==> src/rtl/text_console_pkg.sv <==
// Shared constants, control codes and FSM states for the text console writer.
package text_console_pkg;
  localparam int COLS = 80;
  localparam int ROWS = 30;
  localparam logic [6:0] BLANK = 7'h00;

  localparam logic [6:0] CR = 7'h0D;
  localparam logic [6:0] LF = 7'h0A;
  localparam logic [6:0] BS = 7'h08;
  localparam logic [6:0] FF = 7'h0C;

  typedef enum logic [1:0] {
    IDLE      = 2'd0,
    CLEAR_ROW = 2'd1,
    CLEAR_ALL = 2'd2
  } state_t;
endpackage

==> src/rtl/text_console_writer.sv <==
// Character console writer: consumes ASCII codes, tracks an 80x30 cursor and
// drives the tile RAM write port, blanking rows/screen as the cursor moves.
//
// state     | meaning
// IDLE      | accepting codes, one per cycle
// CLEAR_ROW | blanking the row just entered (cur_y), one tile per cycle
// CLEAR_ALL | blanking the whole screen after reset or FF
module text_console_writer
  import text_console_pkg::*;
#(
  parameter int AW = 12
) (
  input  logic          clk,
  input  logic          rst_n,
  input  logic          wr_valid,
  input  logic [6:0]    wr_ascii,
  output logic          wr_ready,
  output logic          tram_we,
  output logic [AW-1:0] tram_addr,
  output logic [6:0]    tram_data,
  output logic [6:0]    cur_x,
  output logic [4:0]    cur_y,
  output logic          busy
);

  state_t        state_q, state_d;
  logic [AW-1:0] cnt_q, cnt_d;
  logic [6:0]    x_d;
  logic [4:0]    y_d;
  logic          we_d;
  logic [AW-1:0] addr_d;
  logic [6:0]    data_d;
  logic [AW-1:0] row_addr;
  logic          adv_row;

  // row*80 built from shifts so no multiplier is inferred
  function automatic logic [AW-1:0] row_base(input logic [4:0] row);
    logic [AW-1:0] r;
    r = AW'(row);
    return (r << 6) + (r << 4);
  endfunction

  always_comb begin
    state_d  = state_q;
    cnt_d    = cnt_q;
    x_d      = cur_x;
    y_d      = cur_y;
    we_d     = 1'b0;
    addr_d   = tram_addr;
    data_d   = tram_data;
    adv_row  = 1'b0;
    row_addr = row_base(cur_y);

    case (state_q)
      IDLE: begin
        if (wr_valid) begin
          if (wr_ascii >= 7'h20) begin
            we_d   = 1'b1;
            addr_d = row_addr + AW'(cur_x);
            data_d = wr_ascii;
            if (cur_x == 7'(COLS - 1)) begin
              x_d     = '0;
              adv_row = 1'b1;
            end else begin
              x_d = cur_x + 7'd1;
            end
          end else begin
            case (wr_ascii)
              CR: x_d = '0;
              LF: begin
                x_d     = '0;
                adv_row = 1'b1;
              end
              BS: begin
                if (cur_x != 7'd0) begin
                  x_d    = cur_x - 7'd1;
                  we_d   = 1'b1;
                  addr_d = row_addr + AW'(cur_x - 7'd1);
                  data_d = BLANK;
                end
              end
              FF: begin
                x_d     = '0;
                y_d     = '0;
                state_d = CLEAR_ALL;
                cnt_d   = '0;
              end
              default: ;
            endcase
          end
          // every newly entered row is blanked, including the wrap back to row 0
          if (adv_row) begin
            y_d     = (cur_y == 5'(ROWS - 1)) ? 5'd0 : cur_y + 5'd1;
            state_d = CLEAR_ROW;
            cnt_d   = '0;
          end
        end
      end

      CLEAR_ROW: begin
        we_d   = 1'b1;
        addr_d = row_addr + cnt_q;
        data_d = BLANK;
        if (cnt_q == AW'(COLS - 1)) begin
          state_d = IDLE;
          cnt_d   = '0;
        end else begin
          cnt_d = cnt_q + AW'(1);
        end
      end

      CLEAR_ALL: begin
        we_d   = 1'b1;
        addr_d = cnt_q;
        data_d = BLANK;
        if (cnt_q == AW'(COLS * ROWS - 1)) begin
          state_d = IDLE;
          cnt_d   = '0;
        end else begin
          cnt_d = cnt_q + AW'(1);
        end
      end

      default: state_d = IDLE;
    endcase
  end

  always_ff @(posedge clk or negedge rst_n) begin
    if (!rst_n) begin
      state_q   <= CLEAR_ALL;
      cnt_q     <= '0;
      cur_x     <= '0;
      cur_y     <= '0;
      tram_we   <= 1'b0;
      tram_addr <= '0;
      tram_data <= '0;
    end else begin
      state_q   <= state_d;
      cnt_q     <= cnt_d;
      cur_x     <= x_d;
      cur_y     <= y_d;
      tram_we   <= we_d;
      tram_addr <= addr_d;
      tram_data <= data_d;
    end
  end

  assign wr_ready = (state_q == IDLE);
  assign busy     = (state_q != IDLE);

endmodule

==> config.mk <==
export PLATFORM = sky130hd
export DESIGN_NAME = text_console_writer
export DESIGN_NICKNAME = d
export VERILOG_FILES = /design/src/rtl/text_console_pkg.sv /design/src/rtl/text_console_writer.sv
export SDC_FILE = /design/constraint.sdc
export NUM_CORES = 1
export LEC_CHECK = 0
export BUFFER_PORTS_ARGS = -buffer_cell sky130_fd_sc_hd__buf_2
export CORE_MARGIN = 3
export CORE_UTILIZATION = 58
export DETAILED_ROUTE_END_ITERATION = 6
export GPL_TIMING_DRIVEN = 0
export PLACE_DENSITY = 0.8
export SETUP_SLACK_MARGIN = 0.3
export SLEW_MARGIN = 0
export SYNTH_ARGS = -nofsm -noshare
export SYNTH_HDL_FRONTEND = slang
export SYNTH_SLANG_ARGS = --single-unit
==> constraint.sdc <==
create_clock -name clk -period 3.8 [get_ports clk]
set_input_delay 0.57 -clock clk [delete_from_list [all_inputs] [get_ports clk]]
set_output_delay 0.57 -clock clk [all_outputs]
set_load 0.005 [all_outputs]
==> out/qor.txt <==
status = finished clean
share of layout cells above drive strength 1 = 0.145
Critical Path RT = 3.99 ns
Starting DRT DRC Count = 245
post-CTS resize count = 0
CP Launch Type = input pin
Worst Reg-to-Reg Cells = 12
largest net degree at the start of global routing = 47
row cnt = 27
I/O pins = 44
relative slew slack = 0.310
asr flop ratio synth = 1.00
Distinct cells, synth = 64
First-pass DRT Iterations = 5
DRC viols = 0
die height = 82.2 um
Crit Reg-Reg Endpoint = tram_addr[9]
Post-DP HPWL = 6230 um
P&R area growth vs syn = 11.8%
Syn Nets = 423
part of the Yosys area used for sequential elements = 0.343
Worst EP arrival = 3.47 ns
Leakage = 0.00177 uW
final setup fails = 0
Clock H-tree levels = 2
CP endpoint kind = flip-flop
first-pass GRT wire length = 13,700 um
Hold Path Class = input pin to async pin
vias in the first global route = 2,857
crit share post-route = 0.863
Final ANT Viol Nets = 0
hold_buf cts = 0
initial antenna violation count = 0
Fin. Hold Viols = 0
Syn Inst Count = 391
RSZ-0062 raised after global routing = yes
WS Path Type = input pin to flip-flop
number of synthesized flops with an enable pin = 0
CP startpoint = wr_ascii[5]
Antenna Cells = 0
Tot Pwr = 2240 uW
routability cong. = 1.01
Worst Skew = 0.00954 ns
Num CTS Buffers = 5
TritonCTS clock tree = built
Core Area = 5570 um2
Die Area = 6750 um2
CTS sink cnt = 46
WHS = 0.442 ns
DR WL/cell = 16.3 um
Netlist Area Pre-Place = 3360 um2
min Tclk post-route = 3.28 ns
Initial Utilization = 0.603
vias = 3,150
Final Slew Violations = 0
synth warn = 0
CTS clock-pin slew for the worst setup and hold paths = 0.09 ns
chip width = 82.2 um
postcts setup bufs = 0
WL final = 8370 um
clock latency on the worst-skew pair = 0.31 ns
total grt overflow = 0
Mean Syn Cell Area = 8.60 um2
Slew @ Worst Pin = 1.03 ns
FF+latch count, synth = 46
R2R Setup Slk = 0.63 ns
Fmax = 305 MHz
Clk Tree Root Cell = clkbuf_8
main flop type after synthesis = dfrtp_1
vias per cell = 6.13
Nets = 473
power density cells = 596 nW/um2
clock buffer depth = 2
setup TNS = 0 ns
port bufs = 43
number of max-cap violations = 0
critical-path maximum fanout = 10
Total Routing Usage GR = 0.265
VDD IR max = 400 uV
worst reg2reg path startpoint = cur_x[4]
end point of the critical path = tram_addr[10]
[cell families after synthesis]
group / share of synthesized area
buf+inv: 0.0469
flops: 0.343
simple gates: 0.208
mux: 0.0130
fa+ha+maj: 0.0863
xor+xnor: 0.0365
compound gates: 0.267
[final cells by class]
class                           count  area, um2
Tap cell                           72       90.1
Sequential cell                    46       1150
Clock buffer                        7       76.3
Clock inverter                      1       7.51
Buffer                             24        106
Inverter                           14       52.6
Multi-Input combinational cell    307       2060
Timing Repair Buffer               43        215
Fill cell                         451       1820
[metal layers]
metal  part of all wire  vias to the layer above  routed length, um  global-route usage
li1                   -                     1534                  -                   -
met1               0.45                     1499               3730               0.364
met2               0.47                      104               3970               0.431
met3              0.062                       13                518              0.0401
met4              0.018                        0                152              0.0814
met5                  0                        -                  0                   0
[layout by cell type, fill, tap and decap left out, types with 6 or more instances in the layout]
cell type and count:
clkbuf_1 22, dfrtp_1 45, nor2b_1 6, o21ai_1 19, ha_1 20, buf_2 43, inv_1 14, a21o_1 6
nor2_1 24, xor2_1 8, a22oi_1 8, nand2_1 55, o211ai_1 6, o21ai_0 15, nand3_1 12, nor3_1 8
a21oi_1 15, a22o_1 10, xnor2_1 6, a32o_1 8
[worst min-delay path by stage]
stage | depth (start not counted) | slack [ns] | to
finish | 1 | 0.44 | cur_y[3]
global route | 3 | 0.50 | tram_data[0]
CTS | 1 | 0.48 | cur_y[3]
detailed placement | 2 | 0.46 | tram_data[4]
global placement | 2 | 0.46 | tram_data[4]
floorplan | 0 | 0.27 | cnt_q[0]
[critical path: stages]
cell and delay, ns:
buf_2 0.12, nor2_1 0.17, clkbuf_1 0.40, clkbuf_2 0.32, nand2_1 0.10, xor2_1 0.17, o21ai_0 0.10, ha_1 0.24
fa_1 0.41, a21o_1 0.18, a21o_1 0.21, and4b_1 0.19, o21ai_0 0.19, a21oi_1 0.09
[metrics by stage]
step / std cells / area (um2) / utilization / worst slack [ns]
after detailed placement: 506 / 3670 / 0.658 / 0.104
after global placement: 506 / 3670 / 0.658 / 0.142
after floorplan: 391 / 3360 / - / 0.711
final: 514 / 3760 / 0.674 / 0.519
after CTS: 514 / 3750 / 0.673 / 0.409
after global routing: 514 / 3760 / 0.674 / 0.277
[cell usage after synthesis, drive strengths merged, types with 3 or more instances]
cell | number | area share
nand2 | 55 | 0.061
dfrtp | 45 | 0.33
o21ai | 35 | 0.055
nor2 | 24 | 0.027
clkbuf | 20 | 0.022
ha | 20 | 0.074
a21oi | 15 | 0.022
inv | 14 | 0.016
nand3 | 12 | 0.018
a22o | 10 | 0.026
a22oi | 8 | 0.018
a32o | 8 | 0.024
nor3 | 8 | 0.012
xor2 | 8 | 0.021
a21o | 6 | 0.013
nor2b | 6 | 0.011
o211ai | 6 | 0.013
xnor2 | 6 | 0.016
and3 | 5 | 0.0093
nand2b | 5 | 0.0093
a211o | 4 | 0.010
a211oi | 4 | 0.0089
a31o | 4 | 0.010
and2 | 4 | 0.0074
buf | 4 | 0.0089
nor3b | 4 | 0.0089
a21boi | 3 | 0.010
a31oi | 3 | 0.0056
mux2 | 3 | 0.010
or2 | 3 | 0.0056
[registers in the layout (all words and copies together) (netlist names)]
register   count
cnt_q         12
tram_addr     12
tram_data      7
cur_y          5
cur_x          7
tram_we        1
state_q        2
[power by group]
group          switching [uW]  internal, uW  total (uW)
logic                     717           485        1200
clock network             175           131         305
registers                 104           628         731
total                     995          1240        2240
Power figures use the tool's default switching activity.
